[config.mk]
export PLATFORM = sky130hd
export DESIGN_NAME = carbonz380_simctl_flat
export DESIGN_NICKNAME = d
export VERILOG_FILES = /design/src/rtl/carbonz380_simctl_if.sv /design/src/rtl/carbonz380_simctl.sv /design/src/flat_wrapper.sv
export SDC_FILE = /design/constraint.sdc
export NUM_CORES = 1
export LEC_CHECK = 0
export ABC_AREA = 1
export CAP_MARGIN = 30
export CORE_ASPECT_RATIO = 0.8
export CORE_MARGIN = 1.5
export CORE_UTILIZATION = 35
export CTS_BUF_LIST = sky130_fd_sc_hd__clkbuf_4
export CTS_CLUSTER_DIAMETER = 100
export DETAILED_ROUTE_END_ITERATION = 8
export PLACE_DENSITY_LB_ADDON = 0.25
export SLEW_MARGIN = 20
export SYNTH_ARGS = -nofsm -noshare
export SYNTH_HDL_FRONTEND = slang
export SYNTH_SLANG_ARGS = --single-unit
[constraint.sdc]
create_clock -name clk -period 2.4 [get_ports clk]
set_clock_uncertainty 0.1 [all_clocks]
set_input_delay 0.48 -clock clk [delete_from_list [all_inputs] [get_ports clk]]
set_output_delay 0.48 -clock clk [all_outputs]
set_load 0.005 [all_outputs]
[src/rtl/carbonz380_simctl_if.sv]
// CarbonZ380 simctl I/O bus: one request channel (valid/ready) and one
// single-cycle read response channel.
interface carbonz380_simctl_if;
  logic       req_valid;
  logic       req_ready;
  logic       req_we;
  logic [7:0] req_addr;
  logic [7:0] req_wdata;
  logic       rsp_valid;
  logic [7:0] rsp_rdata;

  modport master (
    output req_valid,
    output req_we,
    output req_addr,
    output req_wdata,
    input  req_ready,
    input  rsp_valid,
    input  rsp_rdata
  );

  modport slave (
    input  req_valid,
    input  req_we,
    input  req_addr,
    input  req_wdata,
    output req_ready,
    output rsp_valid,
    output rsp_rdata
  );
endinterface

[src/rtl/carbonz380_simctl.sv]
// CarbonZ380 simulation-control device: signature assembly, console FIFO
// and a poweroff sequencer that drains the console before reporting off.
module carbonz380_simctl #(
  parameter logic [7:0] IO_BASE   = 8'h80,
  parameter int         CON_DEPTH = 4,
  parameter logic [7:0] OFF_MAGIC = 8'hA5
) (
  input  logic               clk,
  input  logic               rst,
  carbonz380_simctl_if.slave bus,
  output logic               con_valid,
  output logic [7:0]         con_data,
  input  logic               con_ready,
  output logic [31:0]        signature,
  output logic               poweroff
);

  localparam int PW = $clog2(CON_DEPTH);
  localparam logic [PW:0] ONE_PTR = {{PW{1'b0}}, 1'b1};

  typedef enum logic [1:0] {
    ST_RUN   = 2'd0,
    ST_DRAIN = 2'd1,
    ST_OFF   = 2'd2
  } state_t;

  state_t      state_r;
  state_t      state_next_s;
  logic [31:0] sig_r;
  logic [2:0]  sig_cnt_r;
  logic        bad_magic_r;
  logic [PW:0] wr_ptr_r;
  logic [PW:0] rd_ptr_r;
  logic [7:0]  fifo_mem_r [CON_DEPTH];
  logic        rsp_valid_r;
  logic [7:0]  rsp_rdata_r;

  logic        hit_s;
  logic [2:0]  off_s;
  logic        empty_s;
  logic        full_s;
  logic [PW:0] count_s;
  logic        con_wr_s;
  logic        ready_s;
  logic        accept_s;
  logic        wr_acc_s;
  logic        rd_acc_s;
  logic        push_s;
  logic        pop_s;
  logic        drain_done_s;
  logic [7:0]  rd_data_s;

  assign hit_s   = (bus.req_addr[7:3] == IO_BASE[7:3]);
  assign off_s   = bus.req_addr[2:0];
  assign empty_s = (wr_ptr_r == rd_ptr_r);
  // Pointers carry one extra bit so full and empty differ only in the MSB.
  assign full_s  = (wr_ptr_r[PW] != rd_ptr_r[PW]) &&
                   (wr_ptr_r[PW-1:0] == rd_ptr_r[PW-1:0]);
  assign count_s = wr_ptr_r - rd_ptr_r;

  // Only a console write into a full FIFO stalls; once off, console
  // writes are swallowed so they must never block the bus.
  assign con_wr_s = bus.req_valid && bus.req_we && hit_s && (off_s == 3'd2);
  assign ready_s  = !(con_wr_s && full_s && (state_r != ST_OFF));
  assign accept_s = bus.req_valid && ready_s;
  assign wr_acc_s = accept_s && bus.req_we && hit_s;
  assign rd_acc_s = accept_s && !bus.req_we;
  assign push_s   = wr_acc_s && (off_s == 3'd2) && (state_r != ST_OFF);
  assign pop_s    = !empty_s && con_ready;

  // Drain finishes when nothing is left after this cycle's pop and no new
  // byte is entering on the same edge.
  assign drain_done_s = !push_s && (empty_s || ((count_s == ONE_PTR) && pop_s));

  // Read data mux from current (pre-edge) register state.
  always_comb begin
    rd_data_s = 8'hFF;
    if (hit_s) begin
      case (off_s)
        3'd0:    rd_data_s = {5'b0_0000, sig_cnt_r};
        3'd1:    rd_data_s = 8'h00;
        3'd2:    rd_data_s = 8'h00;
        3'd3:    rd_data_s = {4'b0000, bad_magic_r, full_s, empty_s, (state_r == ST_OFF)};
        3'd4:    rd_data_s = {6'b00_0000, state_r};
        default: rd_data_s = 8'hFF;
      endcase
    end else begin
      rd_data_s = 8'hFF;
    end
  end

  // Poweroff sequencer next-state logic.
  always_comb begin
    state_next_s = state_r;
    case (state_r)
      ST_RUN: begin
        if (wr_acc_s && (off_s == 3'd4) && (bus.req_wdata == OFF_MAGIC)) begin
          state_next_s = ST_DRAIN;
        end else begin
          state_next_s = ST_RUN;
        end
      end
      ST_DRAIN: begin
        if (drain_done_s) begin
          state_next_s = ST_OFF;
        end else begin
          state_next_s = ST_DRAIN;
        end
      end
      ST_OFF:  state_next_s = ST_OFF;
      default: state_next_s = ST_RUN;
    endcase
  end

  // Poweroff sequencer state register.
  always_ff @(posedge clk) begin
    if (rst) begin
      state_r <= ST_RUN;
    end else begin
      state_r <= state_next_s;
    end
  end

  // Signature shift register and saturating write counter.
  always_ff @(posedge clk) begin
    if (rst) begin
      sig_r     <= 32'h0000_0000;
      sig_cnt_r <= 3'd0;
    end else if (wr_acc_s && (off_s == 3'd0)) begin
      sig_r <= {bus.req_wdata, sig_r[31:8]};
      if (sig_cnt_r != 3'd7) begin
        sig_cnt_r <= sig_cnt_r + 3'd1;
      end
    end else if (wr_acc_s && (off_s == 3'd1)) begin
      sig_r     <= 32'h0000_0000;
      sig_cnt_r <= 3'd0;
    end
  end

  // Sticky flag for a wrong poweroff value written while running.
  always_ff @(posedge clk) begin
    if (rst) begin
      bad_magic_r <= 1'b0;
    end else if (wr_acc_s && (off_s == 3'd4) && (state_r == ST_RUN) &&
                 (bus.req_wdata != OFF_MAGIC)) begin
      bad_magic_r <= 1'b1;
    end
  end

  // Console FIFO pointers; push and pop may coincide.
  always_ff @(posedge clk) begin
    if (rst) begin
      wr_ptr_r <= '0;
      rd_ptr_r <= '0;
    end else begin
      if (push_s) begin
        wr_ptr_r <= wr_ptr_r + ONE_PTR;
      end
      if (pop_s) begin
        rd_ptr_r <= rd_ptr_r + ONE_PTR;
      end
    end
  end

  // Console FIFO storage; contents are don't-care until pushed.
  always_ff @(posedge clk) begin
    if (push_s) begin
      fifo_mem_r[wr_ptr_r[PW-1:0]] <= bus.req_wdata;
    end
  end

  // One-cycle read response; data holds until the next read.
  always_ff @(posedge clk) begin
    if (rst) begin
      rsp_valid_r <= 1'b0;
      rsp_rdata_r <= 8'h00;
    end else begin
      rsp_valid_r <= rd_acc_s;
      if (rd_acc_s) begin
        rsp_rdata_r <= rd_data_s;
      end
    end
  end

  assign bus.req_ready = ready_s;
  assign bus.rsp_valid = rsp_valid_r;
  assign bus.rsp_rdata = rsp_rdata_r;
  assign con_valid     = !empty_s;
  assign con_data      = fifo_mem_r[rd_ptr_r[PW-1:0]];
  assign signature     = sig_r;
  assign poweroff      = (state_r == ST_OFF);

endmodule

[src/flat_wrapper.sv]
// flat-port wrapper written by rule: the top's interface ports become plain ports
module carbonz380_simctl_flat 
#(
  parameter logic [7:0] IO_BASE   = 8'h80,
  parameter int         CON_DEPTH = 4,
  parameter logic [7:0] OFF_MAGIC = 8'hA5
)
  (clk, rst, con_valid, con_data, con_ready, signature, poweroff, bus_req_valid, bus_req_we, bus_req_addr, bus_req_wdata, bus_req_ready, bus_rsp_valid, bus_rsp_rdata);
  carbonz380_simctl_if bus_i ();
  input  logic clk;
  input  logic rst;
  output logic con_valid;
  output logic [7:0] con_data;
  input  logic con_ready;
  output logic [31:0] signature;
  output logic poweroff;
  input wire logic [$bits(bus_i.req_valid)-1:0] bus_req_valid;
  input wire logic [$bits(bus_i.req_we)-1:0] bus_req_we;
  input wire logic [$bits(bus_i.req_addr)-1:0] bus_req_addr;
  input wire logic [$bits(bus_i.req_wdata)-1:0] bus_req_wdata;
  output wire logic [$bits(bus_i.req_ready)-1:0] bus_req_ready;
  output wire logic [$bits(bus_i.rsp_valid)-1:0] bus_rsp_valid;
  output wire logic [$bits(bus_i.rsp_rdata)-1:0] bus_rsp_rdata;
  assign bus_i.req_valid = bus_req_valid;
  assign bus_i.req_we = bus_req_we;
  assign bus_i.req_addr = bus_req_addr;
  assign bus_i.req_wdata = bus_req_wdata;
  assign bus_req_ready = bus_i.req_ready;
  assign bus_rsp_valid = bus_i.rsp_valid;
  assign bus_rsp_rdata = bus_i.rsp_rdata;
  carbonz380_simctl #(.IO_BASE(IO_BASE), .CON_DEPTH(CON_DEPTH), .OFF_MAGIC(OFF_MAGIC)) u_core (.clk(clk), .rst(rst), .bus(bus_i), .con_valid(con_valid), .con_data(con_data), .con_ready(con_ready), .signature(signature), .poweroff(poweroff));
endmodule
==> flow_metrics.env, run 1 <==
export IMPL_status="completed"
export IMPL_ys_top_cells_by_area="dfxtp_1 (29%), edfxtp_1 (27%), nand2_1 (9.0%), a21oi_1 (6.2%), nor2_1 (4.3%)"
export IMPL_reg2regPathDepth=11
export IMPL_ys_flop_type="dfxtp_1"
export IMPL_rr_endpoint="u_core.fifo_mem_r[3][3]"
export IMPL_rows=32
export IMPL_hold_path_cell_count=2
export IMPL_grt_pass1_wl_mm=13.3
export IMPL_crit_arrival_ns=1.64
export IMPL_ir_worst_vdd_uv=260
export IMPL_cap_violations=0
export IMPL_routed_wl_mm=8.34
export IMPL_post_drt_wl_per_cell_um=13.4
export IMPL_yosysTopAreaCell="dfxtp_1"
export IMPL_hold_viol=0
export IMPL_min_from="u_core.signature[19]"
export IMPL_timing_rr_start="u_core.wr_ptr_r[0]"
export IMPL_synth_area_per_cell_um2=9.13
export IMPL_synth_area_mm2=0.00357
export IMPL_syn_inst=391
export IMPL_regToRegSetupSlack_ns=0.33
export IMPL_cts_sinks=84
export IMPL_synth_fp_nets=422
export IMPL_multi_input_area_mm2=0.00129
export IMPL_drtIter0Drc=182
export IMPL_slew_headroom_pct=73.1
export IMPL_detail_route_antenna_nets=0
export IMPL_synth_top_area_share_pct=29.2
export IMPL_cts_buffers=9
export IMPL_cp_start_kind="flip-flop"
export IMPL_h_tree_depth=3
export IMPL_via_per_inst=4.63
export IMPL_fin_cells=624
export IMPL_fp_dieArea_mm2=0.0108
export IMPL_rsz0062_at_grt="no"
export IMPL_worst_hold_path_endpoint="u_core.signature[11]"
export IMPL_gr_usage_all_layers_pct=16.0
export IMPL_antenna_diode_count=0
export IMPL_drive_gt1_share_pct=13.9
export IMPL_cts_root_buf="clkbuf_4"
export IMPL_grt_max_degree=34
export IMPL_drv_slew=0
export IMPL_clkLatencyLatePin_ns=0.42
export IMPL_dp_hpwl_mm=5.90
export IMPL_dpl_cell_count=606
export IMPL_fin_crit_sh_pct=92.4
export IMPL_initial_utilization_pct=36.6
export IMPL_ys_seq_elements=84
export IMPL_nets=514
export IMPL_cts_hold_buf=0
export IMPL_ios=73
export IMPL_min_path_type="reg2reg"
export IMPL_core_mm2=0.00977
export IMPL_power_density_mw_per_mm2=567
export IMPL_fillers=973
export IMPL_end_kind="primary output"
export IMPL_grt_pass1_vias=2719
export IMPL_port_buffers=72
export IMPL_worst_path_max_fanout=5
export IMPL_grt_overflow=0
export IMPL_ys_seq_area_share_pct=56.1
export IMPL_yosys_warnings=0
export IMPL_gp_congestion=0.751
export IMPL_area_growth_syn_to_layout_pct=31.8
export IMPL_antenna_found_initial=0
export IMPL_worst_pin_slew_ns=0.401
export IMPL_crit_required_ns=1.82
export IMPL_async_flop_share_pct=0
export IMPL_min_period_ns=2.22
export IMPL_path_clk_slew_ns=0.14
export IMPL_p_total_uw=2670
export IMPL_path_class="reg2out"
export IMPL_synth_edf_count=32
export IMPL_clockBufferDepth=2
export IMPL_fmax_mhz=451
export IMPL_tritoncts="done"
export IMPL_die_x_um=116
export IMPL_die_h_um=93.3
export IMPL_vias=2890
export IMPL_yosys_cell_types_count=30
export IMPL_drt_drc_violations_left=0
export IMPL_leakagePower_uw=0.00177
export IMPL_regArea_mm2=0.00201
export IMPL_drt_first_pass_iters=5
export IMPL_finalSetupViolCount=0
-- timing repair --
| item | CTS | global route |
|---|---|---|
| gates resized for setup | 14 | 10 |
| pin swaps | 1 | 0 |
| buffers inserted | 2 | 0 |
| setup endpoints to repair | 10 | 6 |
-- power by group --
part | internal, uW | total, uW | leakage [uW] | switching [uW]
registers | 1490 | 1510 | 0.000710 | 18.4
clock network | 339 | 835 | 0.0000772 | 497
logic | 160 | 319 | 0.000983 | 159
total | 1990 | 2670 | 0.00177 | 674
-- through the flow --
stage / setup WS (ns) / hold slack, ns / area (um^2) / util [%] / setup TNS, ns
after floorplan: 0.236 / 0.331 / 3570 / - / 0
after global placement: -0.0687 / 0.347 / 4530 / 46.3 / -0.0687
after detailed placement: -0.110 / 0.348 / 4530 / 46.3 / -0.110
after CTS: 0.0103 / 0.366 / 4690 / 48.0 / 0
after global routing: 0.0150 / 0.382 / 4710 / 48.2 / 0
final: 0.183 / 0.368 / 4710 / 48.2 / 0
-- cell families (layout without fill, tap and decap cells) --
logic type	Yosys count	in the layout	synth area share, %
buf+inv	56	153	7.67
flops	84	84	56.1
simple gates	157	157	20.1
fa+ha+maj	10	10	3.71
compound gates	84	84	12.4
-- Yosys cell counts (4+ instances only) --
library cell,instances
a21oi_1,44
buf_6,7
clkbuf_1,7
dfxtp_1,52
edfxtp_1,32
ha_1,9
inv_1,37
nand2_1,86
nand2_2,4
nand3_1,9
nand4_1,5
nor2_1,41
o21ai_0,26
o22ai_1,9
-- layout make-up --
| type | instances | area share [%] |
|---|---|---|
| Multi-Input combinational cell | 251 | 27.5 |
| Timing Repair Buffer | 98 | 19.9 |
| Tap cell | 136 | 3.62 |
| Inverter | 39 | 3.11 |
| Sequential cell | 84 | 42.7 |
| Clock inverter | 6 | 1.54 |
| Clock buffer | 10 | 1.59 |
-- critical path: stages, from the launching register on --
cell      delay (ns)
dfxtp_2         0.36
inv_2           0.06
ha_1            0.28
nand2_1         0.06
inv_2           0.06
nand2_2         0.08
nor2_4          0.09
nand4_1         0.08
clkbuf_2        0.14
-- how the worst max path moves through the flow --
stage | slack [ns] | end | start | cells past startpoint
after floorplan | 0.24 | u_core.fifo_mem_r[2][0] | u_core.wr_ptr_r[0] | 10
after global placement | -0.07 | bus_req_ready | bus_req_addr[1] | 7
after detailed placement | -0.11 | bus_req_ready | bus_req_addr[1] | 7
after CTS | 0.01 | con_data[4] | flip-flop | 4
after global routing | 0.01 | bus_req_ready | u_core.wr_ptr_r[0] | 8
final | 0.18 | bus_req_ready | u_core.wr_ptr_r[0] | 8
-- registers in the layout, summed over array words and instances (netlist names), named ones only --
name and flops:
u_core.wr_ptr_r 3, u_core.fifo_mem_r 32, u_core.bad_magic_r 1, u_core.sig_cnt_r 3, u_core.state_r 2, u_core.rd_ptr_r 3, u_core.bus.rsp_rdata 5, u_core.signature 32
u_core.bus.rsp_valid 1
-- metal layers --
metal | wire length (um) | up-vias | global-route usage, %
met5 | 0 | - | 0
met2 | 3730 | 64 | 24.9
li1 | - | 1474 | -
met3 | 449 | 6 | 4.41
met4 | 69 | 0 | 4.37
met1 | 4090 | 1346 | 22.1
-- cells in the final DEF, fill, tap and decap left out, types with 2 or more instances in the layout --
master | netlist | final
nand2_1 | 86 | 86
clkdlybuf4s50_1 | 0 | 62
dfxtp_1 | 52 | 48
a21oi_1 | 44 | 44
nor2_1 | 41 | 41
inv_1 | 37 | 34
edfxtp_1 | 32 | 32
o21ai_0 | 26 | 24
buf_4 | 3 | 23
clkbuf_4 | 0 | 10
nand3_1 | 9 | 9
o22ai_1 | 9 | 9
ha_1 | 9 | 9
inv_2 | 2 | 5
nand4_1 | 5 | 5
dlymetal6s2s_1 | 0 | 5
nand2_2 | 4 | 4
dlygate4sd2_1 | 0 | 4
nor2_4 | 3 | 3
o21ai_1 | 1 | 3
dfxtp_2 | 0 | 3
clkinv_4 | 0 | 3
nor3_4 | 2 | 2
nand2_4 | 2 | 2
buf_6 | 7 | 2
No activity file was read; power rests on OpenSTA's default activity.
==> inputs of run 2 (changes only) <==
Settings changed: CORE_UTILIZATION 35 to 25.
==> run 2 against run 1 <==
  * Sequential power about the same
  * Worst setup slack lost 0.015 ns
  * Via count down 0.59%
==> flow_metrics.env, run 2 (synthesis gave the netlist of run 1 again) <==
export IMPL_die_h_um=110
export IMPL_antenna_diode_count=0
export IMPL_postLayoutCoreUtil_pct=34.7
export IMPL_crit_required_ns=1.82
export IMPL_drt_first_pass_iters=4
export IMPL_gr_usage_all_layers_pct=12.4
export IMPL_final_common_cell="nand2_1"
export IMPL_fillers=1393
export IMPL_reg2regPathDepth=11
export IMPL_die_x_um=137
export IMPL_initial_utilization_pct=26.0
export IMPL_path_class="reg2out"
export IMPL_clockBufferDepth=2
export IMPL_min_period_ns=2.23
export IMPL_fin_cells=668
export IMPL_min_path_type="reg2reg"
export IMPL_worst_pin_slew_ns=0.380
export IMPL_cts_buffers=9
export IMPL_dpl_cell_count=651
export IMPL_grt_pass1_vias=2835
export IMPL_ios=73
export IMPL_ir_worst_vdd_uv=202
export IMPL_power_density_mw_per_mm2=563
export IMPL_detail_route_antenna_nets=0
export IMPL_timing_rr_start="u_core.wr_ptr_r[0]"
export IMPL_routed_wl_mm=8.83
export IMPL_placed_cell_area_mm2=0.00460
export IMPL_vias=2873
export IMPL_status="completed"
export IMPL_startpoint="u_core.wr_ptr_r[0]"
export IMPL_finalSetupViolCount=0
export IMPL_port_buffers=72
export IMPL_hold_viol=0
export IMPL_end_kind="primary output"
export IMPL_cts_sinks=84
export IMPL_clkLatencyLatePin_ns=0.43
export IMPL_core_mm2=0.0137
export IMPL_worst_path_max_fanout=5
export IMPL_tritoncts="done"
export IMPL_fp_dieArea_mm2=0.0150
export IMPL_final_cell_mix="nand2_1 (86), clkdlybuf4s50_1 (62), dfxtp_1 (47)"
export IMPL_slew_headroom_pct=74.6
export IMPL_multi_input_area_mm2=0.00129
export IMPL_h_tree_depth=3
export IMPL_cap_violations=0
export IMPL_critPathCapture="bus_req_ready"
export IMPL_p_total_uw=2680
export IMPL_antenna_found_initial=0
export IMPL_regToRegSetupSlack_ns=0.32
export IMPL_fin_area_mm2=0.00477
export IMPL_cp_start_kind="flip-flop"
export IMPL_fmax_mhz=448
export IMPL_rsz0062_at_grt="no"
export IMPL_drtIter0Drc=136
export IMPL_rows=38
export IMPL_area_growth_syn_to_layout_pct=33.5
export IMPL_grt_pass1_wl_mm=14.1
export IMPL_leakagePower_uw=0.00176
export IMPL_gp_congestion=0.744
export IMPL_dp_hpwl_mm=6.32
export IMPL_drv_slew=0
export IMPL_path_clk_slew_ns=0.13
export IMPL_fin_crit_sh_pct=93.0
export IMPL_regArea_mm2=0.00201
export IMPL_nets=514
export IMPL_cts_root_buf="clkbuf_4"
export IMPL_rr_endpoint="u_core.fifo_mem_r[0][0]"
export IMPL_via_per_inst=4.30
export IMPL_post_drt_wl_per_cell_um=13.2
export IMPL_grt_overflow=0
export IMPL_crit_arrival_ns=1.65
export IMPL_drt_drc_violations_left=0
export IMPL_drive_gt1_share_pct=13.9
export IMPL_grt_max_degree=40
## run 2: changes by cell type in the layout (fill, tap and decap cells not counted), sizes merged
cell,change
inv,+1
clkinvlp,+1
dlygate4sd2,+1
clkbuf,+1
dlymetal6s2s,-1
clkinv,-3
## run 2: worst min path at each step
stage | from | end | slack [ns] | depth (start not counted)
detailed placement | u_core.bad_magic_r | u_core.bad_magic_r | 0.35 | 2
floorplan | u_core.bad_magic_r | u_core.bad_magic_r | 0.33 | 2
finish | u_core.bad_magic_r | u_core.bad_magic_r | 0.37 | 2
global placement | u_core.bad_magic_r | u_core.bad_magic_r | 0.35 | 2
global route | u_core.bad_magic_r | u_core.bad_magic_r | 0.39 | 2
CTS | u_core.bad_magic_r | u_core.bad_magic_r | 0.37 | 2
## run 2: metal layers
metal	wire [um]	global-route usage, %	up-vias
li1	-	-	1470
met1	4440	16.6	1328
met2	3740	18.6	66
met3	534	4.38	9
met4	119	3.80	0
met5	0	0	-
## run 2: critical path, cell delays in order, from the launching register on
cell and delay [ns]:
dfxtp_2 0.36, inv_2 0.06, ha_1 0.28, nand2_1 0.05, inv_1 0.07, nand2_2 0.10, nor2_4 0.10, nand4_1 0.08
clkbuf_2 0.13
## run 2: where the power goes
group          leakage (uW)  internal, uW  switching [uW]
sequential         0.000710          1490            17.7
clock             0.0000740           346             499
combinational      0.000978           162             164
## run 2: per-stage QoR
step,setup TNS [ns],hold slack [ns],worst slack [ns]
2_1_floorplan,0,0.331,0.236
3_3_place_gp,-0.0730,0.345,-0.0730
5_1_grt,0,0.390,0.0261
6_report,0,0.367,0.169
4_1_cts,0,0.371,0.00105
3_5_place_dp,-0.0971,0.351,-0.0971
## run 2: area by class of cell
cell class	instances	share of cell area, %
Timing Repair Buffer	98	19.9
Sequential cell	84	42.2
Clock buffer	11	1.73
Inverter	39	3.07
Tap cell	180	4.72
Multi-Input combinational cell	251	27.2
Clock inverter	5	1.26
## run 2: timing repair
| item | 4_1_cts | 5_1_grt |
|---|---|---|
| hold buffers | 0 | 0 |
| endpoints found under the setup margin | 10 | 5 |
| setup buffers | 1 | 0 |
| resized for setup | 17 | 7 |
| pin swaps | 4 | 1 |
